File: src/rtl/tx_frame_arbiter.sv
// Round-robin arbiter that frames samples from two producers onto one AXI-stream UART byte channel.
// Frame: SYNC, header {4'hC,3'b000,ch}, sample bytes MSB first, XOR checksum of header and data.
module tx_frame_arbiter #(
  parameter int          TX_DATA_SIZE = 8,
  parameter int          SAMPLE_BYTES = 2,
  parameter logic [7:0]  SYNC_BYTE    = 8'hA5
) (
  input  logic                      i_clock,
  input  logic                      i_reset,
  input  logic                      i_req_0,
  input  logic [SAMPLE_BYTES*8-1:0] i_sample_0,
  output logic                      o_ack_0,
  input  logic                      i_req_1,
  input  logic [SAMPLE_BYTES*8-1:0] i_sample_1,
  output logic                      o_ack_1,
  output logic [TX_DATA_SIZE-1:0]   o_tx_tdata,
  output logic                      o_tx_tvalid,
  input  logic                      i_tx_tready,
  output logic                      o_busy,
  output logic                      o_frame_done,
  output logic                      o_last_grant
);

  localparam int FRAME_LEN = SAMPLE_BYTES + 3;
  localparam int IDX_W     = $clog2(FRAME_LEN);

  localparam logic [0:0] ST_IDLE = 1'b0;
  localparam logic [0:0] ST_SEND = 1'b1;

  logic [0:0]                state_reg;
  logic [IDX_W-1:0]          idx_reg;
  logic                      ch_reg;
  logic [SAMPLE_BYTES*8-1:0] sample_reg;
  logic [7:0]                csum_reg;
  logic [7:0]                tdata_reg;
  logic                      tvalid_reg;
  logic                      ack_0_reg;
  logic                      ack_1_reg;
  logic                      busy_reg;
  logic                      done_reg;
  logic                      last_grant_reg;

  logic                      grant_ch;
  logic [SAMPLE_BYTES*8-1:0] grant_sample;
  logic [7:0]                grant_csum;
  logic [IDX_W-1:0]          idx_next;
  logic [7:0]                byte_next;
  logic [7:0]                in_bytes  [SAMPLE_BYTES];
  logic [7:0]                cap_bytes [SAMPLE_BYTES];

  // Byte k of a sample is the k-th byte on the wire, so index 0 is the MSB byte.
  for (genvar gi = 0; gi < SAMPLE_BYTES; gi++) begin : g_bytes
    assign in_bytes[gi]  = grant_sample[(SAMPLE_BYTES-1-gi)*8 +: 8];
    assign cap_bytes[gi] = sample_reg[(SAMPLE_BYTES-1-gi)*8 +: 8];
  end

  always_comb begin
    grant_ch = ~last_grant_reg;
    if (i_req_0 && !i_req_1) grant_ch = 1'b0;
    else if (i_req_1 && !i_req_0) grant_ch = 1'b1;
    grant_sample = grant_ch ? i_sample_1 : i_sample_0;
    grant_csum   = {4'hC, 3'b000, grant_ch};
    for (int k = 0; k < SAMPLE_BYTES; k++) grant_csum = grant_csum ^ in_bytes[k];
  end

  // Byte to present after the current one is accepted; the checksum is the fall-through case.
  always_comb begin
    idx_next  = idx_reg + 1'b1;
    byte_next = csum_reg;
    if (idx_next == IDX_W'(1)) byte_next = {4'hC, 3'b000, ch_reg};
    for (int k = 0; k < SAMPLE_BYTES; k++) begin
      if (idx_next == IDX_W'(k + 2)) byte_next = cap_bytes[k];
    end
  end

  always_ff @(posedge i_clock) begin
    if (i_reset) begin
      state_reg      <= ST_IDLE;
      idx_reg        <= '0;
      ch_reg         <= 1'b0;
      sample_reg     <= '0;
      csum_reg       <= '0;
      tdata_reg      <= '0;
      tvalid_reg     <= 1'b0;
      ack_0_reg      <= 1'b0;
      ack_1_reg      <= 1'b0;
      busy_reg       <= 1'b0;
      done_reg       <= 1'b0;
      last_grant_reg <= 1'b1;
    end else begin
      ack_0_reg <= 1'b0;
      ack_1_reg <= 1'b0;
      done_reg  <= 1'b0;
      case (state_reg)
        ST_IDLE: begin
          if (i_req_0 || i_req_1) begin
            state_reg      <= ST_SEND;
            idx_reg        <= '0;
            ch_reg         <= grant_ch;
            sample_reg     <= grant_sample;
            csum_reg       <= grant_csum;
            ack_0_reg      <= ~grant_ch;
            ack_1_reg      <= grant_ch;
            last_grant_reg <= grant_ch;
            tvalid_reg     <= 1'b1;
            tdata_reg      <= SYNC_BYTE;
            busy_reg       <= 1'b1;
          end
        end
        ST_SEND: begin
          // tvalid is always high here, so tready alone marks a handshake.
          if (i_tx_tready) begin
            if (idx_reg == IDX_W'(FRAME_LEN - 1)) begin
              state_reg  <= ST_IDLE;
              idx_reg    <= '0;
              tvalid_reg <= 1'b0;
              busy_reg   <= 1'b0;
              done_reg   <= 1'b1;
            end else begin
              idx_reg   <= idx_next;
              tdata_reg <= byte_next;
            end
          end
        end
        default: state_reg <= ST_IDLE;
      endcase
    end
  end

  assign o_ack_0      = ack_0_reg;
  assign o_ack_1      = ack_1_reg;
  assign o_tx_tdata   = tdata_reg;
  assign o_tx_tvalid  = tvalid_reg;
  assign o_busy       = busy_reg;
  assign o_frame_done = done_reg;
  assign o_last_grant = last_grant_reg;

endmodule

File: config.mk
export PLATFORM = sky130hd
export DESIGN_NAME = tx_frame_arbiter
export DESIGN_NICKNAME = d
export VERILOG_FILES = /design/src/rtl/tx_frame_arbiter.sv
export SDC_FILE = /design/constraint.sdc
export NUM_CORES = 1
export LEC_CHECK = 0
export ABC_AREA = 1
export CAP_MARGIN = 5
export CORE_MARGIN = 10
export CORE_UTILIZATION = 50
export CTS_CLUSTER_DIAMETER = 80
export DETAILED_ROUTE_END_ITERATION = 10
export GPL_ROUTABILITY_DRIVEN = 0
export PLACE_DENSITY = 0.8
export SETUP_SLACK_MARGIN = 0.15
export SLEW_MARGIN = 15
export SYNTH_ARGS = -nofsm -noshare
export SYNTH_HDL_FRONTEND = slang
export SYNTH_SLANG_ARGS = --single-unit
File: constraint.sdc
create_clock -name i_clock -period 1.85 [get_ports i_clock]
set_input_delay 0.37 -clock i_clock [delete_from_list [all_inputs] [get_ports i_clock]]
set_output_delay 0.37 -clock i_clock [all_outputs]
set_load 0.05 [all_outputs]
# Yosys cells after proc, flatten, opt, wreduce, memory -nomap -nowiden
# Cells that the tools add are included.
[classes] add_sub_neg=1 n_eq_ne=8 n_mux=23 bitwise=7 reduce_logical=11
[ops] operator="2-to-1 mux 8 bit" count=6
[ops] operator="2-to-1 mux 16 bit" count=1
[ops] operator="case mux 8 bit (2 select lines)" count=1
[ops] operator="XOR 8 bit" count=2
[ops] operator="2-to-1 mux 1 bit" count=9
[ops] operator="2-to-1 mux 3 bit" count=3
[ops] operator="== test 3 x 2 -> 1 bit, second input constant" count=2
[ops] operator="inequality test 2 bit, second input constant" count=3
[ops] operator="case mux 3 bit (2 select lines)" count=1
[ops] operator="AND reduction 3 bit" count=2
[ops] operator="OR reduction 3 bit" count=2
[ops] operator="NOT 1 bit" count=5
[ops] operator="case mux 1 bit (2 select lines)" count=2
[ops] operator="AND reduction 2 bit" count=2
[ops] operator="adder 3 x 1 -> 3 bit, second input constant" count=1
[ops] operator="== test 3 x 1 -> 1 bit, second input constant" count=1
[ops] operator="== test 3 bit, second input constant" count=1
[ops] operator="logical AND 1 bit" count=2
[ops] operator="zero test 1 bit" count=2
[ops] operator="inequality test 2 x 1 -> 1 bit, second input constant" count=1
[ops] operator="logical OR 1 bit" count=1
[word_totals] regBits=42 in_bits=37 elab_cells=61

# Depth between registers and ports, before layout
[depth] ltp_word=8 ltp_mapped=11 mapped_depth_nobuf=10

# Worst setup path before layout
# No wires, ideal clock.
[synth_path] kind="register -> register" from="reg last_grant_reg (netlist: o_last_grant)" to="reg csum_reg[2]" setup_ps=117 t_arrival_ps=1502 required_time_ps=1733 slack_ps=231 path_stages_with_launch=11 path_buffers=1 synth_period_minus_slack_ps=1619 path_cell_list="dfxtp_1 nand2_1 nand2_4 nand2_4 buf_6 nand2_1 nand2_1 nand2_1 o21ai_0 nor2_1 nor2_1"
[synth_between] elab_chain_len=6
[synth_rtl] item="start: declaration" line_no="41" text="logic last_grant_reg;"
[synth_rtl] item="start signal: assignment" line_no="104" text="last_grant_reg <= grant_ch;"
[synth_rtl] item="NOT 1 bit *" line_no="58" text="grant_ch = ~last_grant_reg;"
[synth_rtl] item="2-to-1 mux 1 bit *" line_no="60" text="else if (i_req_1 && !i_req_0) grant_ch = 1'b1;"
[synth_rtl] item="2-to-1 mux 1 bit *" line_no="59" text="if (i_req_0 && !i_req_1) grant_ch = 1'b0;"
[synth_rtl] item="2-to-1 mux 16 bit *" line_no="61" text="grant_sample = grant_ch ? i_sample_1 : i_sample_0;"
[synth_rtl] item="XOR 8 bit" line_no="63" text="for (int k = 0; k < SAMPLE_BYTES; k++) grant_csum = grant_csum ^ in_bytes[k];"
[synth_rtl] item="XOR 8 bit *" line_no="63"
[synth_rtl] item="end signal: assignment" line_no="101" text="csum_reg <= grant_csum;"
[synth_rtl] item="end: declaration" line_no="34" text="logic [7:0] csum_reg;"
# Every way passes the cells marked *; elsewhere a longest branch is shown, timed or not.
# A chain may end at the register's enable or synchronous reset.

# Final worst setup path
[layout_path] from="reg idx_reg[0]" to="reg tdata_reg[2] (netlist: o_tx_tdata[2])"
[layout_between] elab_chain_len=8
[layout_rtl] item="start: declaration" line_no="31" text="logic [IDX_W-1:0] idx_reg;"
[layout_rtl] item="start signal: assignment" line_no="120" text="idx_reg <= idx_next;"
[layout_rtl] item="adder 3 x 1 -> 3 bit" line_no="68" text="idx_next = idx_reg + 1'b1;"
[layout_rtl] item="== test 3 x 1 -> 1 bit" line_no="70" text="if (idx_next == IDX_W'(1)) byte_next = {4'hC, 3'b000, ch_reg};"
[layout_rtl] item="2-to-1 mux 8 bit" line_no="70"
[layout_rtl] item="2-to-1 mux 8 bit (2 in series)" line_no="72" text="if (idx_next == IDX_W'(k + 2)) byte_next = cap_bytes[k];"
[layout_rtl] item="2-to-1 mux 8 bit" line_no="113" text="if (idx_reg == IDX_W'(FRAME_LEN - 1)) begin"
[layout_rtl] item="2-to-1 mux 8 bit" line_no="112" text="if (i_tx_tready) begin"
[layout_rtl] item="case mux 8 bit (2 select lines)" line_no="94" text="case (state_reg)"
[layout_rtl] item="end signal: assignment" line_no="121" text="tdata_reg <= byte_next;"
[layout_rtl] item="end: declaration" line_no="35" text="logic [7:0] tdata_reg;"
# Parallel ways exist; a longest one is shown, timed or not. The select of a mux whose other input is x is not followed.

==> flow_metrics.py <==
metrics = {
    "critical_path": {
        "cp-start-kind": "flop",
        "critPathMaxFanout": 8,
        "slowest_delay_ps": 360,
        "path_cells": "ha_1, inv_1, nand2_1, nand2_2, nand2_2, or2_2, nand3_1, a21oi_1",
        "crit_arrival_ps": 1740,
        "crit_slowest_cell": "dfxtp_1",
        "worstSetupPathType": "flop to flop",
        "crit_top_cell": "nand2_2",
        "cp-end-kind": "flop",
        "r2r_slack_ps": 280,
        "required_ps": 2020,
    },
    "power": {
        "p_comb_frac": 0.242,
        "total_power_mw": 2.32,
        "pwr-share-seq": 0.441,
        "power_density_mw_per_mm2": 810,
        "p_switching_uw": 675,
        "power_leakage_nw": 1.43,
        "irDropWorstVdd_v": 0.000380,
        "clkPwrFrac": 0.317,
        "p_sw_frac": 0.291,
        "intPower_mw": 1.64,
    },
    "yosys": {
        "syn_nets": 371,
        "syn_inst": 330,
        "synth_largest_area_cell": "dfxtp_1",
        "ys_async_sr_fraction": 0,
        "synth-seq-area-share": 0.385,
        "synth_top_area_frac": 0.385,
        "ys_warn_count": 0,
        "syn_area_mm2": 0.00218,
        "synth_common_cells": "98 x nand2_1, 52 x inv_1, 42 x dfxtp_1",
        "synth-seq-cells": 42,
        "synth.most_common_cell": "nand2_1",
        "synth_edf_count": 0,
        "synth_flop_cell": "dfxtp_1",
        "yosysUniqueCellTypes": 24,
        "avgSynthCellArea_um2": 6.62,
        "synth_area_leaders": "dfxtp_1 38%, nand2_1 17%, inv_1 8.9%, o21ai_0 6.4%, a21oi_1 5.3%",
    },
    "route": {
        "drc": 0,
        "routedWlPerCell_um": 12.6,
        "vias": 2164,
        "drtIter0Drc": 134,
        "final_antenna_net_count": 0,
        "drt-vias-per-instance": 4.99,
        "first_pass_iters": 4,
        "routed_wl_um": 5480,
    },
    "placement": {
        "portBuffers": 50,
        "hpwl_um": 4260,
        "dpl.cell_count": 427,
        "place_ws_ps": -61.0,
        "placed_cell_area_mm2": 0.00272,
    },
    "floorplanning": {
        "die_h_um": 86.1,
        "die_x_um": 86.1,
        "fp-row-count": 23,
        "coreArea_mm2": 0.00412,
        "io_pins": 51,
        "start_util": 0.531,
        "die-area_mm2": 0.00741,
    },
    "final_layout": {
        "area_growth_pct": 31.0,
        "fin_cells": 434,
        "diodes": 0,
        "fin_nets": 425,
        "multi_input_area_mm2": 0.00109,
        "nFillCells": 366,
        "drive_above_1_share": 0.117,
        "regArea_um2": 841,
        "final_area_mm2": 0.00286,
        "utilization": 0.695,
        "largest_reg_flops": 16,
    },
    "sta": {
        "tns_ps": 0,
        "setup-violations-final": 0,
        "hold_slack_ps": 453,
        "period_share": 0.847,
        "hold_viol": 0,
        "worstMarginPinSlew_ps": 257,
        "drv_slew": 0,
        "skew_ps": 6.11,
        "fin_crit_ps": 1570,
        "max_freq_ghz": 0.638,
        "rsz0062_at_grt": "yes",
        "setup_slack_ps": 284,
        "relSlewSlack": 0.827,
    },
    "clocking": {
        "h-tree-depth": 2,
        "cts_tree": "yes",
        "worst_skew_pair.late_latency_ps": 290,
        "clock-root-buffer": "clkbuf_8",
        "post_cts_buffers": 0,
        "numCtsBuffers": 5,
        "clkTransAtPathRegs_ps": 70,
        "cts_sinks": 42,
        "cts.path.max_buffers": 2,
    },
    "grt": {
        "antenna_found_initial": 0,
        "first_global_vias": 2025,
        "grt.busiest_layer": "met2",
        "grt_pass1_wl_um": 9230,
        "grt_max_degree": 27,
        "grt_overflow": 0,
        "grt_use_met1": 0.185,
        "gr-usage-met2": 0.231,
        "grt_use_met3": 0.0492,
        "globalRouteTotalUtil": 0.147,
    },
    "run_status": {
        "outcome": "finished, final reports clean",
    },
    "flow_run": {
        "maxCapViolations": 0,
    },
    "min_path": {
        "min_path_type": "primary input to flop",
    },
}
==> final timing paths <==
kind                 start            end  depth (start not counted)
max             idx_reg[0]  o_tx_tdata[2]                          8
min                i_req_0      state_reg                          3
max reg2reg     idx_reg[0]  o_tx_tdata[2]                          8
min reg2reg  cap_bytes[10]  cap_bytes[10]                          2
==> repair_timing <==
| item | 4_1_cts | 5_1_grt |
|---|---|---|
| hold buffers | 0 | 0 |
| endpoints found under the setup margin | 0 | 12 |
| resized for setup | 0 | 10 |
==> cell usage in the layout, fill, tap and decap left out <==
cell             netlist  layout
nor2_1                20      20
o211ai_1               7       7
nand2_2                0       2
nand2_4                3       3
nor3_1                 3       3
inv_2                  0       2
nand2_1               98      95
dlymetal6s2s_1         0       1
or2_1                  2       2
inv_1                 52      50
bufinv_16              0       1
clkdlybuf4s50_1        0      35
clkbuf_8               0       6
ha_1                   4       4
mux2i_1                2       2
buf_12                 0       1
o21a_1                 1       1
nor2_2                 1       1
nand2_8                0       1
a31oi_1                1       1
nand3_1               23      23
dfxtp_1               42      42
nand4_1                1       1
o21ai_1                1       2
buf_4                  3      22
a21oi_1               23      23
or2_2                  1       1
o21ai_0               28      27
buf_6                  2       1
o21ai_2                4       4
==> area by class of cell <==
type	instances	share of cell area
clock buffer	6	0.0289
clock inverter	1	0.0105
inverter	52	0.0682
multi-input combinational	223	0.381
sequential	42	0.294
tap	50	0.0219
timing repair buffer	60	0.195
==> power groups by stage <==
stage | sequential [mW] | combinational (mW) | clock [mW]
3_3_place_gp | 1.04 | 0.541 | 0
6_report | 1.02 | 0.561 | 0.734
3_5_place_dp | 1.04 | 0.552 | 0
5_1_grt | 1.03 | 0.630 | 0.770
2_1_floorplan | 1.09 | 0.306 | 0
4_1_cts | 1.02 | 0.555 | 0.740
==> worst max-delay path, delay by kind of cell, from the launching register on <==
| family | cells | cell delay (ps) |
|---|---|---|
| AOI/OAI and AO/OA | 1 | 80 |
| adders and majority gates | 1 | 240 |
| buffers and inverters | 1 | 70 |
| DFF | 1 | 360 |
| and+or+nand+nor | 5 | 700 |
==> cells by family (layout without fill, tap and decap cells) <==
kind of cell,count (synthesis),in the layout,share of synthesized area
AOI/OAI and AO/OA,65,65,0.166
muxes,2,2,0.00916
DFF,42,42,0.385
adders and majority gates,4,4,0.0229
buffers and inverters,65,119,0.125
and+or+nand+nor,152,152,0.292
==> layer usage <==
metal / routed length [um] / share of wire
met4: 60 / 0.011
met5: 0 / 0
met2: 2510 / 0.46
met1: 2410 / 0.44
met3: 506 / 0.092
Power figures use the tool's default switching activity.
